[src/rtl/mux_bus_demux.sv]
// Receiver for a time-multiplexed 2:1 bus: stages A/B halves, reassembles pairs,
// and hands them to the consumer over valid/ready with sticky overrun detection.
module mux_bus_demux #(
    parameter int WIDTH = 4
) (
    input  logic             clk,
    input  logic             reset,
    input  logic [WIDTH-1:0] bus_in,
    input  logic             bus_sel,
    input  logic             bus_enb_n,
    input  logic             pair_ready,
    input  logic             overrun_clr,
    output logic [WIDTH-1:0] a_out,
    output logic [WIDTH-1:0] b_out,
    output logic             pair_valid,
    output logic             overrun,
    output logic             a_held,
    output logic             b_held
);

    typedef enum logic [1:0] {
        IDLE  = 2'd0,
        GOT_A = 2'd1,
        GOT_B = 2'd2,
        STALL = 2'd3
    } state_t;

    state_t           state_q, state_d;
    logic [WIDTH-1:0] stage_a_q, stage_a_d;
    logic [WIDTH-1:0] stage_b_q, stage_b_d;
    logic [WIDTH-1:0] a_out_q, a_out_d;
    logic [WIDTH-1:0] b_out_q, b_out_d;
    logic             pair_valid_q, pair_valid_d;
    logic             overrun_q, overrun_d;
    logic             a_held_q, b_held_q;

    logic ev_a, ev_b, consume, slot_free;

    assign ev_a      = ~bus_enb_n & ~bus_sel;
    assign ev_b      = ~bus_enb_n &  bus_sel;
    assign consume   = pair_valid_q & pair_ready;
    assign slot_free = ~pair_valid_q | pair_ready;

    always_comb begin
        state_d      = state_q;
        stage_a_d    = stage_a_q;
        stage_b_d    = stage_b_q;
        a_out_d      = a_out_q;
        b_out_d      = b_out_q;
        pair_valid_d = pair_valid_q & ~consume;
        overrun_d    = overrun_q & ~overrun_clr;

        unique case (state_q)
            IDLE: begin
                if (ev_a) begin
                    stage_a_d = bus_in;
                    state_d   = GOT_A;
                end else if (ev_b) begin
                    stage_b_d = bus_in;
                    state_d   = GOT_B;
                end
            end
            GOT_A: begin
                if (ev_a) begin
                    stage_a_d = bus_in;
                end else if (ev_b) begin
                    if (slot_free) begin
                        a_out_d      = stage_a_q;
                        b_out_d      = bus_in;
                        pair_valid_d = 1'b1;
                        state_d      = IDLE;
                    end else begin
                        stage_b_d = bus_in;
                        state_d   = STALL;
                    end
                end
            end
            GOT_B: begin
                if (ev_b) begin
                    stage_b_d = bus_in;
                end else if (ev_a) begin
                    if (slot_free) begin
                        a_out_d      = bus_in;
                        b_out_d      = stage_b_q;
                        pair_valid_d = 1'b1;
                        state_d      = IDLE;
                    end else begin
                        stage_a_d = bus_in;
                        state_d   = STALL;
                    end
                end
            end
            STALL: begin
                if (slot_free) begin
                    a_out_d      = stage_a_q;
                    b_out_d      = stage_b_q;
                    pair_valid_d = 1'b1;
                    // A half arriving as the slot frees starts the next pair.
                    if (ev_a) begin
                        stage_a_d = bus_in;
                        state_d   = GOT_A;
                    end else if (ev_b) begin
                        stage_b_d = bus_in;
                        state_d   = GOT_B;
                    end else begin
                        state_d = IDLE;
                    end
                end else if (ev_a | ev_b) begin
                    overrun_d = 1'b1;
                end
            end
            default: state_d = IDLE;
        endcase
    end

    always_ff @(posedge clk or posedge reset) begin
        if (reset) begin
            state_q      <= IDLE;
            stage_a_q    <= '0;
            stage_b_q    <= '0;
            a_out_q      <= '0;
            b_out_q      <= '0;
            pair_valid_q <= 1'b0;
            overrun_q    <= 1'b0;
            a_held_q     <= 1'b0;
            b_held_q     <= 1'b0;
        end else begin
            state_q      <= state_d;
            stage_a_q    <= stage_a_d;
            stage_b_q    <= stage_b_d;
            a_out_q      <= a_out_d;
            b_out_q      <= b_out_d;
            pair_valid_q <= pair_valid_d;
            overrun_q    <= overrun_d;
            a_held_q     <= (state_d == GOT_A) || (state_d == STALL);
            b_held_q     <= (state_d == GOT_B) || (state_d == STALL);
        end
    end

    assign a_out      = a_out_q;
    assign b_out      = b_out_q;
    assign pair_valid = pair_valid_q;
    assign overrun    = overrun_q;
    assign a_held     = a_held_q;
    assign b_held     = b_held_q;

endmodule

[config.mk]
export PLATFORM = sky130hd
export DESIGN_NAME = mux_bus_demux
export DESIGN_NICKNAME = d
export VERILOG_FILES = /design/src/rtl/mux_bus_demux.sv
export SDC_FILE = /design/constraint.sdc
export NUM_CORES = 1
export LEC_CHECK = 0
export ABC_AREA = 1
export CAP_MARGIN = 20
export CORE_ASPECT_RATIO = 0.75
export CORE_UTILIZATION = 53
export DETAILED_ROUTE_END_ITERATION = 10
export PLACE_DENSITY = 0.85
export SYNTH_ARGS = -nofsm -noshare
export SYNTH_HDL_FRONTEND = slang
export SYNTH_SLANG_ARGS = --single-unit
[constraint.sdc]
create_clock -name clk -period 3.4 [get_ports clk]
set_clock_uncertainty 0.05 [all_clocks]
set_input_delay 0.68 -clock clk [delete_from_list [all_inputs] [get_ports clk]]
set_output_delay 0.68 -clock clk [all_outputs]
set_load 0.03 [all_outputs]
==> results.json <==
{
  "numPlacedInstances": 181,
  "crit_path_max_incr_delay_ns": 0.68,
  "drv_cap": 0,
  "fin_setup_tns_ns": 0,
  "cts-buffers-inserted": 3,
  "hpwl_microns": 1720,
  "cts_hold_buffers": 0,
  "cellLeakagePower_nw": 0.679,
  "dp_slack_ns": 1.26,
  "multi_input_area_sq_um": 485,
  "hold_violations": 0,
  "ys_seq_elements": 21,
  "die_h_microns": 41.2,
  "totalWireLength_microns": 2270,
  "post_drt_wl_per_cell_microns": 12.3,
  "coreArea_sq_um": 1820,
  "syn_to_final_growth_pct": 22.8,
  "cts_tree": "built",
  "hp-start": "a_out[3]$_DFFE_PP0P_",
  "seqCellArea_sq_um": 526,
  "place.gp.congestion": 0.849,
  "rrSetupSlack_ns": 1.92,
  "synthCells": 140,
  "post_cts_buffers": 0,
  "cts_max_level": 1,
  "min_path_type": "flip-flop to flip-flop",
  "synth_warnings": 0,
  "post-route-drc-count": 0,
  "root_buffer": "clkbuf_4",
  "cpMaxStageDelayCell": "clkdlybuf4s50_1",
  "timing.final.ws_setup_ns": 1.31,
  "slew_headroom_pct": 48.8,
  "required_ns": 2.67,
  "grt_max_degree": 22,
  "grt_antenna_before_repair": 0,
  "drive_above_1_share_pct": 12.9,
  "grt_overflow": 0,
  "post-route-period-util_pct": 61.6,
  "crit_family": "buffers and inverters",
  "syn_nets": 150,
  "crit_fanout": 3,
  "antennaDiodeCount": 0,
  "synth_area_sq_um": 1090,
  "power_density_nw_per_um2": 851,
  "critical_path_arrival_ns": 1.36,
  "drt_iter0_markers": 34,
  "syn_avg_cell_area_sq_um": 7.77,
  "fin_total_pwr_w": 0.00114,
  "initial_core_util_pct": 59.7,
  "path_buf_inv": 1,
  "rows": 13,
  "rsz0062_at_grt": "false",
  "drtPass1Iterations": 4,
  "ir_drop_v": 0.000457,
  "min_path_cells": 2,
  "crit_type": "flip-flop to output pin",
  "drtAntennaViolNets": 0,
  "fmax_mhz": 478,
  "status": "complete, no violations",
  "io_pins": 22,
  "startpoint_type": "flip-flop",
  "cp_cell_sequence": "clkdlybuf4s50_1",
  "clk_latency_ns": 0.30,
  "fp.dieArea_sq_um": 2240,
  "synth_cell_types": 20,
  "clk_pin_slew_ns": 0.11,
  "vias": 953,
  "fillers": 146,
  "finalMaxSlewViolations": 0,
  "setup_viol": 0,
  "grt_util_all_layers_pct": 24.3,
  "period_needed_ns": 2.09,
  "rr_endpoint": "b_out[3]$_DFFE_PP0P_",
  "grt_pass1_wl_microns": 3710,
  "portBuffers": 21,
  "cts-resized-gates": 0,
  "vias_per_cell": 5.15,
  "layout_common_cells": "55 x nand2_1, 21 x dfrtp_1, 21 x clkdlybuf4s50_1, 10 x nand3_1",
  "cts_sinks": 21,
  "worst_pin_slew_ns": 0.767,
  "synth-seq-area-share_pct": 48.3,
  "r2r-start": "state_q[1]$_DFF_PP0_",
  "final_net_count": 174,
  "worstSetupEndpointType": "output pin",
  "die_w_microns": 54.3,
  "holdPathEnd": "a_out[3]$_DFFE_PP0P_",
  "cts_max_path_buffers": 2,
  "layout_commonest_cell": "nand2_1",
  "grt_pass1_vias": 836,
  "rr_worst_depth": 5,
  "holdWs_ns": 0.438,
  "fin_cells": 185
}
-- how the worst max path moves through the flow --
stage / from / end / slack, ns / depth (start not counted)
6_report: state_q[0]$_DFF_PP0_ / a_held / 1.31 / 1
4_1_cts: state_q[0]$_DFF_PP0_ / a_held / 1.29 / 1
3_5_place_dp: bus_enb_n / b_out[3]$_DFFE_PP0P_ / 1.26 / 7
2_1_floorplan: bus_sel / a_out[0]$_DFFE_PP0P_ / 1.91 / 7
3_3_place_gp: bus_enb_n / b_out[1]$_DFFE_PP0P_ / 1.30 / 7
5_1_grt: state_q[0]$_DFF_PP0_ / a_held / 1.27 / 1
-- flip-flops by register name, indices dropped and copies added, names as in the netlist --
| signal | count |
|---|---|
| b_held | 1 |
| b_out | 4 |
| stage_a_q | 4 |
| pair_valid | 1 |
| state_q | 2 |
| a_out | 4 |
| overrun | 1 |
| stage_b_q | 4 |
-- report_power, final --
part	switching, W	internal [W]
Sequential	0.0000755	0.000351
Combinational	0.000373	0.000219
Clock	0.0000712	0.0000457
-- kinds of logic (layout without fill, tap and decap cells) --
logic type / after synthesis / after routing / synth area share [%]
simple gates: 83 / 83 / 33.7
flops: 21 / 21 / 48.3
buf+inv: 18 / 41 / 7.02
compound gates: 18 / 18 / 10.9
-- stage by stage --
| stage | cell area [sq um] | utilization (%) |
|---|---|---|
| CTS | 1340 | 73.3 |
| global placement | 1310 | 71.8 |
| floorplan | 1090 | - |
| finish | 1340 | 73.3 |
| global route | 1340 | 73.3 |
| detailed placement | 1310 | 71.8 |
-- worst reg2reg max path, delay by kind of cell (launching register included) --
family | cells | cell delay (ns)
AO/OA/AOI/OAI | 1 | 0.29
AND/OR/NAND/NOR | 4 | 0.43
flip-flops | 1 | 0.63
-- metal layers --
metal / part of all wire, % / global-route usage, % / vias up
li1: - / - / 496
met1: 52 / 37.0 / 425
met2: 43 / 35.1 / 32
met3: 4.8 / 6.67 / 0
met4: 0 / 2.56 / 0
met5: 0 / 0 / -
-- cells in the mapped netlist --
cell type   n  share of area, %
nor2_1      5               1.7
o21ai_1     2              0.92
nand2_4     1               1.0
nor2_2      2               1.2
a21oi_1     2              0.92
nand3_1    10               4.6
o211ai_1    2               1.4
nand2_1    55                19
inv_1       9               3.1
o21ai_4     1               1.5
nor2_4      1               1.0
inv_2       7               2.4
buf_2       1              0.46
dfrtp_1    21                48
buf_6       1               1.0
a21oi_4     1               1.5
nand4_1     4               2.3
o21ai_0     9               4.1
nand2_2     5               2.9
o22ai_1     1              0.58
-- final cells by class --
class                           instances  share of cell area [%]
Tap cell                               22                    2.06
Timing Repair Buffer                   21                    15.7
Sequential cell                        21                    39.4
Multi-Input combinational cell        101                    36.4
Inverter                               16                    4.50
Clock buffer                            4                    1.97
Note: power is estimated with default switching activity, not from simulation.
